## config.mk

```make
export PLATFORM = sky130hd
export DESIGN_NAME = p_multicycle_control
export DESIGN_NICKNAME = d
export VERILOG_FILES = /design/src/rtl/p_multicycle_control.sv
export SDC_FILE = /design/constraint.sdc
export NUM_CORES = 1
export LEC_CHECK = 0
export ABC_AREA = 1
export CAP_MARGIN = 5
export CORE_ASPECT_RATIO = 1.1
export CORE_UTILIZATION = 44
export CTS_BUF_LIST = sky130_fd_sc_hd__clkbuf_8
export DETAILED_ROUTE_END_ITERATION = 12
export GPL_TIMING_DRIVEN = 0
export PLACE_DENSITY = 0.84
export SLEW_MARGIN = 40
export SYNTH_ARGS = -nofsm -noshare
export SYNTH_HDL_FRONTEND = slang
export SYNTH_SLANG_ARGS = --single-unit
```

## constraint.sdc

```tcl
create_clock -name P_clk -period 1.35 [get_ports P_clk]
set_input_delay 0.135 -clock P_clk [delete_from_list [all_inputs] [get_ports P_clk]]
set_output_delay 0.135 -clock P_clk [all_outputs]
set_load 0.02 [all_outputs]
```

## src/rtl/p_multicycle_control.sv

```systemverilog
// Multicycle MIPS control sequencer: steps fetch/decode/execute/memory/writeback
// over one shared memory port, stalling on P_mem_ready.
module p_multicycle_control (
  input  logic       P_clk,
  input  logic       P_rst_n,
  input  logic [5:0] P_opcode,
  input  logic       P_zero,
  input  logic       P_mem_ready,
  output logic       P_PCWrite,
  output logic       P_PCWriteCond,
  output logic       P_IorD,
  output logic       P_MemRead,
  output logic       P_MemWrite,
  output logic       P_IRWrite,
  output logic       P_MemtoReg,
  output logic       P_RegDst,
  output logic       P_RegWrite,
  output logic       P_ALUSrcA,
  output logic [1:0] P_ALUSrcB,
  output logic [1:0] P_ALUOp,
  output logic [1:0] P_PCSource,
  output logic [3:0] P_state,
  output logic       P_illegal
);

  // state  | meaning
  // IDLE   | post-reset, all outputs quiet
  // FETCH  | read instruction at PC, PC += 4 when memory is ready
  // DECODE | latch opcode, precompute branch target
  // MEMADR | lw/sw effective address
  // MEMRD  | data read (waits on ready)
  // MEMWB  | MDR -> rt
  // MEMWR  | data write (waits on ready)
  // EXEC   | R-type ALU operation
  // ALUWB  | ALUOut -> rd
  // BRANCH | beq compare, PC <= target if zero
  // IMMEX  | addi/ori ALU operation
  // IMMWB  | ALUOut -> rt
  // JUMP   | PC <= jump target
  typedef enum logic [3:0] {
    S_IDLE   = 4'd0,
    S_FETCH  = 4'd1,
    S_DECODE = 4'd2,
    S_MEMADR = 4'd3,
    S_MEMRD  = 4'd4,
    S_MEMWB  = 4'd5,
    S_MEMWR  = 4'd6,
    S_EXEC   = 4'd7,
    S_ALUWB  = 4'd8,
    S_BRANCH = 4'd9,
    S_IMMEX  = 4'd10,
    S_IMMWB  = 4'd11,
    S_JUMP   = 4'd12
  } state_e;

  localparam logic [5:0] OP_RTYPE = 6'b000000;
  localparam logic [5:0] OP_LW    = 6'b100011;
  localparam logic [5:0] OP_SW    = 6'b101011;
  localparam logic [5:0] OP_BEQ   = 6'b000100;
  localparam logic [5:0] OP_ADDI  = 6'b001000;
  localparam logic [5:0] OP_ORI   = 6'b001101;
  localparam logic [5:0] OP_J     = 6'b000010;

  state_e     state_q, state_d;
  logic [5:0] op_q, op_d;

  // Zero only qualifies PCWriteCond in the datapath; the sequence never looks at it.
  logic unused_zero;
  assign unused_zero = P_zero;

  always_ff @(posedge P_clk) begin
    if (!P_rst_n) begin
      state_q <= S_IDLE;
      op_q    <= '0;
    end else begin
      state_q <= state_d;
      op_q    <= op_d;
    end
  end

  always_comb begin
    state_d       = state_q;
    op_d          = op_q;
    P_PCWrite     = 1'b0;
    P_PCWriteCond = 1'b0;
    P_IorD        = 1'b0;
    P_MemRead     = 1'b0;
    P_MemWrite    = 1'b0;
    P_IRWrite     = 1'b0;
    P_MemtoReg    = 1'b0;
    P_RegDst      = 1'b0;
    P_RegWrite    = 1'b0;
    P_ALUSrcA     = 1'b0;
    P_ALUSrcB     = 2'b00;
    P_ALUOp       = 2'b00;
    P_PCSource    = 2'b00;
    P_illegal     = 1'b0;
    P_state       = state_q;
    case (state_q)
      S_IDLE: state_d = S_FETCH;
      S_FETCH: begin
        P_MemRead = 1'b1;
        P_ALUSrcB = 2'b01;
        P_IRWrite = P_mem_ready;
        P_PCWrite = P_mem_ready;
        if (P_mem_ready) state_d = S_DECODE;
      end
      S_DECODE: begin
        P_ALUSrcB = 2'b11;
        op_d      = P_opcode;
        case (P_opcode)
          OP_RTYPE:     state_d = S_EXEC;
          OP_LW, OP_SW: state_d = S_MEMADR;
          OP_BEQ:       state_d = S_BRANCH;
          OP_ADDI,
          OP_ORI:       state_d = S_IMMEX;
          OP_J:         state_d = S_JUMP;
          default: begin
            P_illegal = 1'b1;
            state_d   = S_FETCH;
          end
        endcase
      end
      S_MEMADR: begin
        P_ALUSrcA = 1'b1;
        P_ALUSrcB = 2'b10;
        state_d   = (op_q == OP_SW) ? S_MEMWR : S_MEMRD;
      end
      S_MEMRD: begin
        P_IorD    = 1'b1;
        P_MemRead = 1'b1;
        if (P_mem_ready) state_d = S_MEMWB;
      end
      S_MEMWB: begin
        P_RegWrite = 1'b1;
        P_MemtoReg = 1'b1;
        state_d    = S_FETCH;
      end
      S_MEMWR: begin
        P_IorD     = 1'b1;
        P_MemWrite = 1'b1;
        if (P_mem_ready) state_d = S_FETCH;
      end
      S_EXEC: begin
        P_ALUSrcA = 1'b1;
        P_ALUOp   = 2'b10;
        state_d   = S_ALUWB;
      end
      S_ALUWB: begin
        P_RegWrite = 1'b1;
        P_RegDst   = 1'b1;
        state_d    = S_FETCH;
      end
      S_BRANCH: begin
        P_ALUSrcA     = 1'b1;
        P_ALUOp       = 2'b01;
        P_PCWriteCond = 1'b1;
        P_PCSource    = 2'b01;
        state_d       = S_FETCH;
      end
      S_IMMEX: begin
        P_ALUSrcA = 1'b1;
        P_ALUSrcB = 2'b10;
        P_ALUOp   = (op_q == OP_ORI) ? 2'b11 : 2'b00;
        state_d   = S_IMMWB;
      end
      S_IMMWB: begin
        P_RegWrite = 1'b1;
        state_d    = S_FETCH;
      end
      S_JUMP: begin
        P_PCWrite  = 1'b1;
        P_PCSource = 2'b10;
        state_d    = S_FETCH;
      end
      default: state_d = S_FETCH;
    endcase
  end

endmodule

```

After elaboration in Yosys (flattened, before gate mapping)
Cells that the tools add are included.
{"block": "totals", "ff_bits": 10, "inputBits": 10, "output_inout_bits": 21}
{"block": "op_classes", "eq_ne": 23, "reduce_logical": 10, "mux": 22}
{"operator": "4-bit case mux with 7 select lines", "n": 1}
{"operator": "4-bit equality test (second input constant)", "n": 5}
{"operator": "4-bit case mux with 5 select lines", "n": 1}
{"operator": "6-bit by 4-bit equality test with 1-bit output (second input constant)", "n": 3}
{"operator": "6-bit equality test (second input constant)", "n": 3}
{"operator": "4-bit by 3-bit equality test with 1-bit output (second input constant)", "n": 4}
{"operator": "4-bit 2-to-1 mux", "n": 3}
{"operator": "2-bit case mux with 3 select lines", "n": 2}
{"operator": "1-bit 2-to-1 mux", "n": 11}
{"operator": "2-bit OR reduction", "n": 5}
{"operator": "4-bit by 2-bit equality test with 1-bit output (second input constant)", "n": 2}
{"operator": "7-bit OR reduction", "n": 1}
{"operator": "6-bit by 2-bit equality test with 1-bit output (second input constant)", "n": 1}
{"operator": "6-bit by 3-bit equality test with 1-bit output (second input constant)", "n": 1}
{"operator": "6-bit zero test", "n": 1}
{"operator": "2-bit inequality test (second input constant)", "n": 3}
{"operator": "4-bit by 1-bit equality test with 1-bit output (second input constant)", "n": 1}
{"operator": "2-bit 2-to-1 mux", "n": 2}
{"operator": "2-bit case mux with 2 select lines", "n": 1}
{"operator": "4-bit OR reduction", "n": 1}
{"operator": "3-bit AND reduction", "n": 1}
{"operator": "3-bit OR reduction", "n": 1}
{"operator": "1-bit case mux with 2 select lines", "n": 1}

Logic depth before layout (Yosys ltp)
{"block": "depth", "depth_word": 4, "ltp_mapped": 9, "mapped_depth_nobuf": 9}

Worst setup path before layout
No wires, ideal clock.
{"block": "synth_path", "path_type": "reg2out", "start": "register state_q[1] (netlist: P_state[1])", "end": "output P_illegal", "stages_incl_launch_ff": 7, "arrival_ns": 1.482, "n_path_buf": 0, "slack_ns": -0.267, "cell_sequence": "dfxtp_1 -> inv_2 -> nor2_4 -> nand2_4 -> inv_2 -> nand3_1 -> nor3b_1"}
{"block": "synth_via", "elab_chain_cells": 2}
{"item": "start: declaration", "line": "64", "text": "state_e state_q, state_d;"}
{"item": "start signal: assignment", "line": "76", "text": "state_q <= state_d;"}
{"item": "4-bit by 2-bit equality test with 1-bit output", "line": "99", "text": "case (state_q)"}
{"item": "1-bit 2-to-1 mux", "line": "99"}
{"item": "end: declaration", "line": "23", "text": "output logic P_illegal"}
No other way between the ends.

Final worst setup path
{"block": "layout_path", "start": "register state_q[2] (netlist: P_state[2])", "end": "output P_illegal"}
The elaborated chain is that of the path after synthesis.

==> impl_metrics.ini <==
[critical_path]
cpPeakStageDelay_ns = 0.37
cp.required_ns = 1.22
criticalPathCategory = reg -> out
crit_path_cell_trace = nor2_4 > nand2_4 > inv_4 > nand3_4 > nor3b_4 > buf_6
critPathArrivalTime_ns = 1.32
reg2regPathDepth = 10
rr_startpoint = P_state[2]
cp-end-kind = primary output
ff2ff_setup_slack_ns = -0.03
r2r_end = P_state[0]
cp_slowest_cell = dfxtp_4
crit_fanout = 6
critPathLaunchType = flop

[detailed_routing]
drt-pass1-iter-count = 4
drt-initial-drc-count = 33
avgViaCountPerCell = 5.36
dr_total_vias = 1077
postRouteAntennaNets = 0
routed_wl_um = 2540
wl_per_cell_um = 12.7
drc = 0

[floorplan]
start_util = 0.484
core.rowCount = 15
die_y_um = 46.5
ios = 31
core_um2 = 1630
die-area_um2 = 1970
die_w_um = 42.4

[synthesis]
syn-num-nets = 151
synth_top_area_frac = 0.253
synth_top_area_cell = dfxtp_1
yosysWarnings = 0
synth-seq-area-share = 0.253
netlist_instances = 141
syn_avg_cell_area_um2 = 5.61
syn_area_um2 = 791
synth_cell_types = 20
synth_seq_cells = 10
netlist_top_cells_area = dfxtp_1 (25%), nand2_1 (17%), nor2_1 (16%)

[cts]
clk_pin_slew_worst_paths_ns = 0.05
clockRootBuffer = clkbuf_8
cts.path.max_buffers = 2
cts_buffers = 3
cts_tree = done
cts_sinks = 10
clock_latency_ns = 0.23
h-tree-depth = 1
cts_hold_buf = 0

[place]
hpwlAfterDp_um = 1760
placed_area_um2 = 1130
gp_congestion = 0.810
dp_slack_ns = -0.774
io_buffers = 29

[pwr]
net-switching-power_w = 0.00116
intPower_w = 0.00131
p_seq_frac = 0.226
netSwitchingFraction = 0.468
p_leak_nw = 0.666
combPwrFrac = 0.628
power.total_w = 0.00247
powerDensity_nw_per_um2 = 1920
peakVddDrop_v = 0.00145
clkPwrFrac = 0.146

[sta]
fmax_mhz = 685
tightest_slew_ns = 0.298
relSlewSlack = 0.801
rsz0062_at_grt = true
worst_slack_ns = -0.110
hold-worst-slack_ns = 0.353
layout_min_cycle_time_ns = 1.46
min_period_over_period = 1.08
setup_viol = 9
skew_ns = 0.00318
hold_violations = 0
finalMaxSlewViolations = 0

[run]
cap_viol_max_count = 0

[global_routing]
overflow = 0
grt_antenna_before_repair = 0
grt_pass1_vias = 915
grt_pass1_wl_um = 3800
grt_max_degree = 11
grt.total_usage = 0.258

[final_layout]
fin_util = 0.789
drive_gt1_frac = 0.386
insertedDiodeCount = 0
nets = 195
finalInstanceArea_um2 = 1290
area_growth_syn_to_layout_pct = 62.8

[hold_path]
holdCritStartpoint = P_opcode[1]
min_delay_worst_endpoint = op_q[1]
holdPathStages = 3
hp-class = in -> reg

[run_status]
violations = setup timing
status = complete, but fails checks
==> kinds of logic after synthesis <==
family          count (synthesis)  synth area share
buf+inv                        24             0.123
compound gates                 18             0.119
simple gates                   89             0.505
flops                          10             0.253
==> power groups by stage <==
stage / clock network [W] / logic, W / registers [W]
floorplan: 0 / 0.000823 / 0.000554
global placement: 0 / 0.00130 / 0.000531
detailed placement: 0 / 0.00132 / 0.000537
CTS: 0.000371 / 0.00138 / 0.000551
global route: 0.000380 / 0.00168 / 0.000572
finish: 0.000361 / 0.00155 / 0.000559
==> flip-flops by register name, indices dropped and copies added, names as in the netlist <==
register / cells
op_q: 6
P_state: 4
==> through the flow <==
| stage | setup TNS (ns) | std cells |
|---|---|---|
| final | -0.429 | 201 |
| after global routing | -1.19 | 201 |
| after CTS | -0.330 | 198 |
| after detailed placement | -3.81 | 187 |
| after global placement | -3.46 | 187 |
| after floorplan | 0 | 141 |
==> metal layers <==
layer | global-route usage | up-vias | wire [µm]
met5 | 0 | - | 0
met4 | 0.113 | 0 | 48
met3 | 0.0275 | 8 | 154
met2 | 0.462 | 48 | 1260
met1 | 0.316 | 490 | 1080
li1 | - | 531 | -
==> worst max path at each step <==
stage	from	endpoint	slack, ns	cells after the start
finish	P_state[2]	P_illegal	-0.11	6
floorplan	P_state[0]	P_RegWrite	0.05	4
detailed placement	P_opcode[0]	P_illegal	-0.77	8
global placement	P_opcode[0]	P_illegal	-0.73	8
global route	P_state[2]	P_illegal	-0.15	6
CTS	P_state[1]	P_illegal	-0.13	7
==> critical path: cells and delay by family, from the launching register on <==
family	cells	cell delay (ns)
buffers and inverters	2	0.21
flip-flops	1	0.37
AND/OR/NAND/NOR	4	0.52
==> Yosys cell counts, drive strengths merged <==
cell    number
a211oi       1
a21oi        9
buf          1
dfxtp       10
inv         23
nand2       40
nand3        7
nand4        2
nor2        37
nor3         2
nor3b        1
o21ai        7
o22ai        1
==> final cells by class <==
class                      count  area [µm²]
buffer                         1        11.3
clock buffer                   4        55.1
fill                         119         345
inverter                      23        96.3
multi-input combinational    107         574
sequential                    10         215
tap                           17        21.3
timing repair buffer          39         314
==> cells in the final DEF, fill, tap and decap left out, types with 4 or more instances in the layout <==
cell,Yosys,routed
o21ai_1,4,5
clkbuf_8,0,4
buf_4,0,15
inv_4,0,4
nor2_4,3,5
dfxtp_1,10,6
dfxtp_4,0,4
nor2_1,33,29
buf_2,0,4
inv_1,19,15
nand2_2,3,11
clkdlybuf4s50_1,0,4
dlygate4sd2_1,0,8
inv_2,4,4
buf_6,1,4
a21oi_1,9,7
nand2_1,36,28
==> timing repair <==
item,CTS,global route
pin swaps,7,5
gates resized for setup,91,23
setup endpoints to repair,21,19
setup buffers,7,3
Note: power is estimated with default switching activity, not from simulation.
